==> src/rtl/mem_arbiter.sv <==
// Round-robin arbiter sharing one single-port memory between fetch (I) and data (D) requesters.
// One transaction in flight; commands are registered, responses are routed back to the owner.
module mem_arbiter #(
    parameter int WORD_LEN = 32,
    parameter int ADDR_LEN = 32
) (
    input  logic                clk,
    input  logic                rst_n,
    input  logic                i_req_valid,
    output logic                i_req_ready,
    input  logic [ADDR_LEN-1:0] i_req_addr,
    output logic                i_resp_valid,
    output logic [WORD_LEN-1:0] i_resp_rdata,
    input  logic                d_req_valid,
    output logic                d_req_ready,
    input  logic [ADDR_LEN-1:0] d_req_addr,
    input  logic                d_req_wen,
    input  logic [WORD_LEN-1:0] d_req_wdata,
    output logic                d_resp_valid,
    output logic [WORD_LEN-1:0] d_resp_rdata,
    output logic                mem_cmd_valid,
    input  logic                mem_cmd_ready,
    output logic [ADDR_LEN-1:0] mem_cmd_addr,
    output logic                mem_cmd_wen,
    output logic [WORD_LEN-1:0] mem_cmd_wdata,
    input  logic                mem_resp_valid,
    input  logic [WORD_LEN-1:0] mem_resp_rdata,
    output logic                busy
);

    typedef enum logic [1:0] {IDLE, CMD, WAIT} state_t;
    localparam logic OWN_D = 1'b0;
    localparam logic OWN_I = 1'b1;

    state_t              state_q, state_d;
    logic                owner_q, owner_d;
    logic                last_grant_q, last_grant_d;
    logic                cmd_valid_q, cmd_valid_d;
    logic [ADDR_LEN-1:0] cmd_addr_q, cmd_addr_d;
    logic                cmd_wen_q, cmd_wen_d;
    logic [WORD_LEN-1:0] cmd_wdata_q, cmd_wdata_d;
    logic                grant_i, grant_d;

    // Under contention the side that did not win last time goes first.
    assign grant_i = i_req_valid & (~d_req_valid | (last_grant_q == OWN_D));
    assign grant_d = d_req_valid & (~i_req_valid | (last_grant_q == OWN_I));

    always_ff @(posedge clk or negedge rst_n) begin
        if (!rst_n) begin
            state_q      <= IDLE;
            owner_q      <= OWN_D;
            last_grant_q <= OWN_D;
            cmd_valid_q  <= 1'b0;
            cmd_addr_q   <= '0;
            cmd_wen_q    <= 1'b0;
            cmd_wdata_q  <= '0;
        end else begin
            state_q      <= state_d;
            owner_q      <= owner_d;
            last_grant_q <= last_grant_d;
            cmd_valid_q  <= cmd_valid_d;
            cmd_addr_q   <= cmd_addr_d;
            cmd_wen_q    <= cmd_wen_d;
            cmd_wdata_q  <= cmd_wdata_d;
        end
    end

    always_comb begin
        state_d      = state_q;
        owner_d      = owner_q;
        last_grant_d = last_grant_q;
        cmd_valid_d  = cmd_valid_q;
        cmd_addr_d   = cmd_addr_q;
        cmd_wen_d    = cmd_wen_q;
        cmd_wdata_d  = cmd_wdata_q;
        case (state_q)
            IDLE: begin
                if (grant_i) begin
                    state_d      = CMD;
                    owner_d      = OWN_I;
                    last_grant_d = OWN_I;
                    cmd_valid_d  = 1'b1;
                    cmd_addr_d   = i_req_addr;
                    cmd_wen_d    = 1'b0;
                    cmd_wdata_d  = '0;
                end else if (grant_d) begin
                    state_d      = CMD;
                    owner_d      = OWN_D;
                    last_grant_d = OWN_D;
                    cmd_valid_d  = 1'b1;
                    cmd_addr_d   = d_req_addr;
                    cmd_wen_d    = d_req_wen;
                    cmd_wdata_d  = d_req_wdata;
                end
            end
            CMD: begin
                if (mem_cmd_ready) begin
                    state_d     = WAIT;
                    cmd_valid_d = 1'b0;
                end
            end
            WAIT: begin
                if (mem_resp_valid) state_d = IDLE;
            end
            default: state_d = IDLE;
        endcase
    end

    always_comb begin
        i_req_ready  = (state_q == IDLE) & grant_i;
        d_req_ready  = (state_q == IDLE) & ~grant_i & grant_d;
        i_resp_valid = (state_q == WAIT) & mem_resp_valid & (owner_q == OWN_I);
        d_resp_valid = (state_q == WAIT) & mem_resp_valid & (owner_q == OWN_D);
        busy         = (state_q != IDLE);
    end

    assign i_resp_rdata  = mem_resp_rdata;
    assign d_resp_rdata  = mem_resp_rdata;
    assign mem_cmd_valid = cmd_valid_q;
    assign mem_cmd_addr  = cmd_addr_q;
    assign mem_cmd_wen   = cmd_wen_q;
    assign mem_cmd_wdata = cmd_wdata_q;

endmodule

==> config.mk <==
export PLATFORM = sky130hd
export DESIGN_NAME = mem_arbiter
export DESIGN_NICKNAME = d
export VERILOG_FILES = /design/src/rtl/mem_arbiter.sv
export SDC_FILE = /design/constraint.sdc
export NUM_CORES = 1
export LEC_CHECK = 0
export BUFFER_PORTS_ARGS = -buffer_cell sky130_fd_sc_hd__buf_2
export CELL_PAD_IN_SITES_DETAIL_PLACEMENT = 0
export CELL_PAD_IN_SITES_GLOBAL_PLACEMENT = 1
export CORE_UTILIZATION = 29
export DETAILED_ROUTE_END_ITERATION = 10
export PLACE_DENSITY_LB_ADDON = 0.12
export RECOVER_POWER = 100
export SYNTH_ARGS = -nofsm -noshare
export SYNTH_HDL_FRONTEND = slang
export SYNTH_SLANG_ARGS = --single-unit
==> constraint.sdc <==
create_clock -name clk -period 2 [get_ports clk]
set_clock_uncertainty 0.2 [all_clocks]
set_input_delay 0.2 -clock clk [delete_from_list [all_inputs] [get_ports clk]]
set_output_delay 0.2 -clock clk [all_outputs]
set_load 0.02 [all_outputs]
After elaboration in Yosys (flattened, before gate mapping):

Cells that the tools add are included.

* bitwise logic cells: 14
* reduce and logical (&&, ||, !) cells: 7
* equal/unequal tests: 5
* muxes and demuxes: 17

Operators with widths (number)
* $mux 32: 4
* $and 1x1->1: 8
* $mux 2: 4
* $mux 1: 7
* $pmux 2 s3: 1
* $reduce_and 3->1: 2
* $reduce_bool 2->1: 3
* $ne 2x2->1 const B: 2
* $not 1->1: 4
* $ne 3x3->1 const B: 1
* $eq 2x1->1 const B: 1
* $eq 2x2->1 const B: 1
* $logic_not 2->1: 1
* $or 1x1->1: 2
* $pmux 1 s2: 1
* $reduce_and 2->1: 1

* word-level logic and storage cells: 49
* bits of input ports: 135
* bits in registers: 69

Logic depth before layout (Yosys ltp):

Gate-level depths: netlist of run 1.

* word-level depth: 6
* depth in mapped cells: 5
* mapped depth without buffers: 3

Worst setup path before layout of run 1:

Ideal clock, no wire load.

* path kind: register -> register
* from: register last_grant_q
* to: register cmd_addr_q[10] (netlist: mem_cmd_addr[10])
* arrival time: 1.415 ns
* cell stages (with the launch flop): 5
* period minus slack after synthesis: 1.740 ns
* setup slack: 0.260 ns
* setup time: 0.125 ns
* path through: dfrtp_1 a21boi_4 buf_6 mux2_4 mux2_2

* cells in the longest elaborated chain, start to end: 5

RTL lines
* from (decl): line 37 `logic last_grant_q, last_grant_d;`
* from (signal assigned): line 60 `last_grant_q <= last_grant_d;`
* $not 1->1
* $or 1x1->1: line 45 `assign grant_i = i_req_valid & (~d_req_valid | (last_grant_q == OWN_D));`
* $and 1x1->1: line 45
* $reduce_bool 2->1 (no source line)
* $reduce_and 2->1 (no source line)
* to (signal assigned): line 62 `cmd_addr_q <= cmd_addr_d;`
* to (decl): line 39 `logic [ADDR_LEN-1:0] cmd_addr_q, cmd_addr_d;`

Parallel ways exist; a longest one is shown, timed or not.
A chain may end at the register's enable or synchronous reset.

Worst setup path in the final report of run 1:

* from: register last_grant_q
* to: register cmd_addr_q[13] (netlist: mem_cmd_addr[13])

Same word-level chain as after synthesis.

==> results.toml, run 1 <==
[run_status]
status = "complete, no violations"

[yosys]
yosys.area.top_type = "dfrtp_1"
ys_warn_count = 0
synthDistinctLibCells = 21
synth.most_common_cell = "dfrtp_1"
synthFlopType = "dfrtp_1"
ys_async_sr_fraction_pct = 100
synth_seq_cells = 69
syn_nets = 397
yosysSeqAreaShare_pct = 48.8
synth_area_leaders = "dfrtp_1, buf_4, mux2_4"
synth_area_sq_mm = 0.00353
avgSynthCellArea_sq_um = 13.5
yosysTopAreaCellShare_pct = 48.8
synth_edf_count = 0
synth_top_cells_by_count = "dfrtp_1, buf_4, mux2_2, a22o_1, mux2_4"
post_synth_inst_count = 262

[worst_hold_path]
worstHoldStart = "d_req_addr[26]"
min_path_type = "in2reg"
hold-path-endpoint = "mem_cmd_addr[26]"
holdPathStages = 3

[floorplanning]
coreArea_sq_mm = 0.0117
die_area_sq_mm = 0.0126
die_h_microns = 112
fp.dieW_microns = 112
io_pins = 270
initial_utilization_pct = 30.3
rows = 39

[worst_setup_path]
crit_required_ns = 2.01
reg2reg_from = "last_grant_q"
critPathKind = "reg2reg"
cp_max_fo = 13
r2r_cells = 5
slowest_stage = "dfrtp_1"
cp.arrival_ns = 1.90
r2r_slack_ns = 0.10
crit_path_max_incr_delay_ns = 0.44
end_kind = "register"
cp_cell_sequence = "a21boi_4 -> buf_4 -> buf_6 -> mux2_1 -> mux2_2"
start_kind = "register"
rr_endpoint = "mem_cmd_addr[13]"

[power_and_ir_drop]
p_leak_nw = 2.20
power.density_mw_per_mm2 = 1470
ir_drop_mv = 0.496
finalPower_mw = 6.83

[cells_and_area]
drive_gt1_share_pct = 43.2
area_growth_pct = 31.6
final_cell_area_sq_mm = 0.00465
fin_nets = 551
utilization_pct = 39.9
antenna_cells = 0
final_cells = 564

[sta]
setup_viol = 0
max_freq_mhz = 527
holdWs_ns = 0.0137
fin_tns_setup_ns = 0
min_period_ns = 1.90
fin_crit_sh_pct = 94.8
slew_violations = 0
relSlewSlack_pct = 37.9
tightest_slew_ns = 0.932
finalHoldViolCount = 0
layout_setup_ws_ns = 0.104
rsz0062_at_grt = "no"

[placed_design]
io_buffers = 173
dpl.hpwl_mm = 5.51
gp_congestion = 0.672
dp_slack_ns = 0.161
placed_area_sq_mm = 0.00411
placed_cells = 507

[global_routing]
grt_pass1_wl_mm = 13.1
grt_remaining_overflow = 0
track_usage_pct = 13.3
grt_pass1_vias = 2665
antenna_found_initial = 0
grt_max_degree = 36

[clock_network]
cts_tree = "built"
root_buffer = "clkbuf_16"
htree_levels = 3
cts_sinks = 69
cts_buffers = 9
clockBufferDepth = 2
clkTransAtPathRegs_ns = 0.06
ctsResizeCount = 0
insertion_delay_ns = 0.32

[drt]
drt-total-wl_mm = 8.18
num_vias = 2497
wl_per_cell_microns = 14.5
drtIter0Drc = 65
routed_via_density = 4.43
dr.pass1.iters = 4
ant_nets = 0
remaining_drc_errors = 0

[job]
cap_viol_max_count = 0
## cell type report
class                   instances  area, sq um
well taps                     143          179
repair buffers                221         1260
multi-input cells             114         1190
clock inverters                 3         18.8
clock buffers                  13          270
inverters                       1         3.75
fillers                      1173         7010
flip-flops and latches         69         1730
## timing repair
item,4_1_cts,5_1_grt
setup buffers,0,2
hold buffers,38,0
hold endpoints to repair,70,0
endpoints found under the setup margin,0,1
## how the worst max path moves through the flow
stage	from	end	slack, ns	depth (start not counted)
finish	last_grant_q	mem_cmd_addr[13]	0.10	5
global route	state_q[0]	mem_cmd_wdata[22]	0.03	4
CTS	last_grant_q	i_req_ready	0.003	4
detailed placement	last_grant_q	mem_cmd_addr[3]	0.16	4
global placement	last_grant_q	mem_cmd_addr[2]	0.18	4
floorplan	last_grant_q	mem_cmd_addr[10]	0.26	4
## worst max-delay path: cells and delay by family, from the launching register on
| family | cells | cell delay [ns] |
|---|---|---|
| buf+inv | 2 | 0.33 |
| compound gates | 1 | 0.20 |
| mux | 2 | 0.60 |
| flops | 1 | 0.44 |
## kinds of logic after synthesis
logic type / count (synthesis) / share of synthesized area, %
buffers and inverters: 79 / 16.2
and+or+nand+nor: 11 / 2.02
AOI/OAI and AO/OA: 39 / 9.45
DFF: 69 / 48.8
muxes: 64 / 23.5
## cell usage in the layout (no fill, tap or decap), types with 3 or more instances in the layout
master	n
clkbuf_1	72
clkbuf_8	3
mux2_1	13
a22o_1	33
mux2_4	16
buf_2	101
mux2_2	35
clkbuf_16	9
buf_4	4
dfrtp_1	69
dlygate4sd3_1	38
nand2b_1	3
## flip-flops by register name (all words and copies together), names as in the netlist
register / cells
mem_cmd_addr: 32
mem_cmd_wdata: 32
state_q: 2
last_grant_q: 1
mem_cmd_valid: 1
mem_cmd_wen: 1
## power breakdown
| part | internal [mW] | switching (mW) | total, mW |
|---|---|---|---|
| logic | 1.23 | 1.74 | 2.97 |
| registers | 2.02 | 0.332 | 2.35 |
| clock network | 0.939 | 0.565 | 1.50 |
| total | 4.19 | 2.64 | 6.83 |
## per-layer routing
metal,GRT usage (%),vias up,part of all wire (%)
met2,19.9,143,43
li1,-,1170,-
met5,0,-,0
met1,16.7,1167,45
met4,6.22,0,1.5
met3,5.72,17,11
No activity file was read; power rests on OpenSTA's default activity.
==> run 2: changes to the inputs <==
==> config.mk (replaced) <==
export PLATFORM = sky130hd
export DESIGN_NAME = mem_arbiter
export DESIGN_NICKNAME = d
export VERILOG_FILES = /design/src/rtl/mem_arbiter.sv
export SDC_FILE = /design/constraint.sdc
export NUM_CORES = 1
export LEC_CHECK = 0
export CELL_PAD_IN_SITES_DETAIL_PLACEMENT = 0
export CELL_PAD_IN_SITES_GLOBAL_PLACEMENT = 1
export CORE_AREA = 2 2 103 105
export DETAILED_ROUTE_END_ITERATION = 10
export DIE_AREA = 0 0 105 107
export DONT_BUFFER_PORTS = 1
export PLACE_DENSITY_LB_ADDON = 0.12
export RECOVER_POWER = 100
export SLEW_MARGIN = 10
export SYNTH_ARGS = -nofsm -noshare
export SYNTH_HDL_FRONTEND = slang
export SYNTH_SLANG_ARGS = --single-unit
==> results.toml, run 2 <==
[clock_network]
root_buffer = "clkbuf_8"
clockBufferDepth = 2
ctsHoldBuffers = 101
cts_buffers = 9
cts_sinks = 69
htree_levels = 3
post_cts_buffers = 0
ctsResizeCount = 0

[yosys]
synth_area_leaders = "dfrtp_1, buf_4, mux2_4"
synth_simple_gate_area_share_pct = 2.02
synth_top_cells_by_count = "dfrtp_1, buf_4, mux2_2, a22o_1, mux2_4"
yosysTopAreaCellShare_pct = 48.8
synth-compound-area-share_pct = 9.45
synthFlopType = "dfrtp_1"
ys_warn_count = 0
syn_nets = 397
synthMuxAreaShare_pct = 23.5
synth.most_common_cell = "dfrtp_1"
synth_edf_count = 0
synth_seq_cells = 69
synth-xor-area-share_pct = 0
synthDistinctLibCells = 21
yosys.area.top_type = "dfrtp_1"
synth_area_sq_mm = 0.00353
ys_async_sr_fraction_pct = 100
avgSynthCellArea_sq_um = 13.5
post_synth_inst_count = 262
synth_top_family_by_area = "multiplexers"
synthAdderAreaFrac_pct = 0
yosysSeqAreaShare_pct = 48.8

[placed_design]
dpl.hpwl_mm = 4.75
gp_congestion = 0.721
io_buffers = 0

[floorplanning]
initial_utilization_pct = 35.0
die_h_microns = 107
io_pins = 270
rows = 37
fp.dieW_microns = 105

[run_status]
status = "aborted with a tool error"
error = "[ERROR RSZ-0060] Max buffer count reached."
haltStage = "clock tree synthesis (4_1_cts)"
## run 2: cell counts after synthesis
No cell type changed its count.
## run 2: cells by family after synthesis
kind of cell,Yosys count
mux,64
simple gates,11
flops,69
buf+inv,79
compound gates,39
## run 2: stage by stage
stage                     util, %  hold WS, ns  setup slack (ns)  area, sq um  instances
after floorplan                 -       -0.296             0.260         3530        262
after global placement       31.9       -0.294             0.171         3220        325
after detailed placement     31.9       -0.294             0.111         3220        325
==> run 3: changes to the inputs <==
==> config.mk (replaced) <==
export PLATFORM = sky130hd
export DESIGN_NAME = mem_arbiter
export DESIGN_NICKNAME = d
export VERILOG_FILES = /design/src/rtl/mem_arbiter.sv
export SDC_FILE = /design/constraint.sdc
export NUM_CORES = 1
export LEC_CHECK = 0
export CORE_UTILIZATION = 30
export DETAILED_ROUTE_END_ITERATION = 10
export DONT_BUFFER_PORTS = 1
export PLACE_DENSITY_LB_ADDON = 0.15
export RECOVER_POWER = 100
export SLEW_MARGIN = 10
export SYNTH_ARGS = -nofsm -noshare
export SYNTH_HDL_FRONTEND = slang
export SYNTH_SLANG_ARGS = --single-unit
==> results.toml, run 3 <==
[yosys]
synth_seq_cells = 69
synthDistinctLibCells = 21
yosys.area.top_type = "dfrtp_1"
ys_async_sr_fraction_pct = 100
synthFlopType = "dfrtp_1"
ys_warn_count = 0
yosysTopAreaCellShare_pct = 48.8
post_synth_inst_count = 262
synth_area_leaders = "dfrtp_1, buf_4, mux2_4"
avgSynthCellArea_sq_um = 13.5
synth_area_sq_mm = 0.00353
synth.most_common_cell = "dfrtp_1"
syn_nets = 397
synth_top_cells_by_count = "dfrtp_1, buf_4, mux2_2, a22o_1, mux2_4"
yosysSeqAreaShare_pct = 48.8
synth_edf_count = 0

[floorplanning]
die_h_microns = 111
fp.dieW_microns = 111
rows = 39
io_pins = 270
initial_utilization_pct = 30.8

[clock_network]
cts_buffers = 9
ctsResizeCount = 0
root_buffer = "clkbuf_16"
ctsHoldBuffers = 101
clockBufferDepth = 2
cts_sinks = 69
post_cts_buffers = 0
htree_levels = 3

[placed_design]
gp_congestion = 0.628
io_buffers = 0
dpl.hpwl_mm = 4.70
placed_area_sq_mm = 0.00325

[run_status]
error = "[ERROR RSZ-0060] Max buffer count reached."
status = "aborted with a tool error"
haltStage = "clock tree synthesis (4_1_cts)"
[run 3: cell counts after synthesis]
Identical to the previous run, type by type.
[run 3: through the flow]
step,instances,setup slack [ns]
after detailed placement,334,0.233
after global placement,334,0.261
after floorplan,262,0.260
[run 3: cell families after synthesis]
group | Yosys count | share of synthesized area [%]
flip-flops | 69 | 48.8
buffers and inverters | 79 | 16.2
multiplexers | 64 | 23.5
AO/OA/AOI/OAI | 39 | 9.45
AND/OR/NAND/NOR | 11 | 2.02
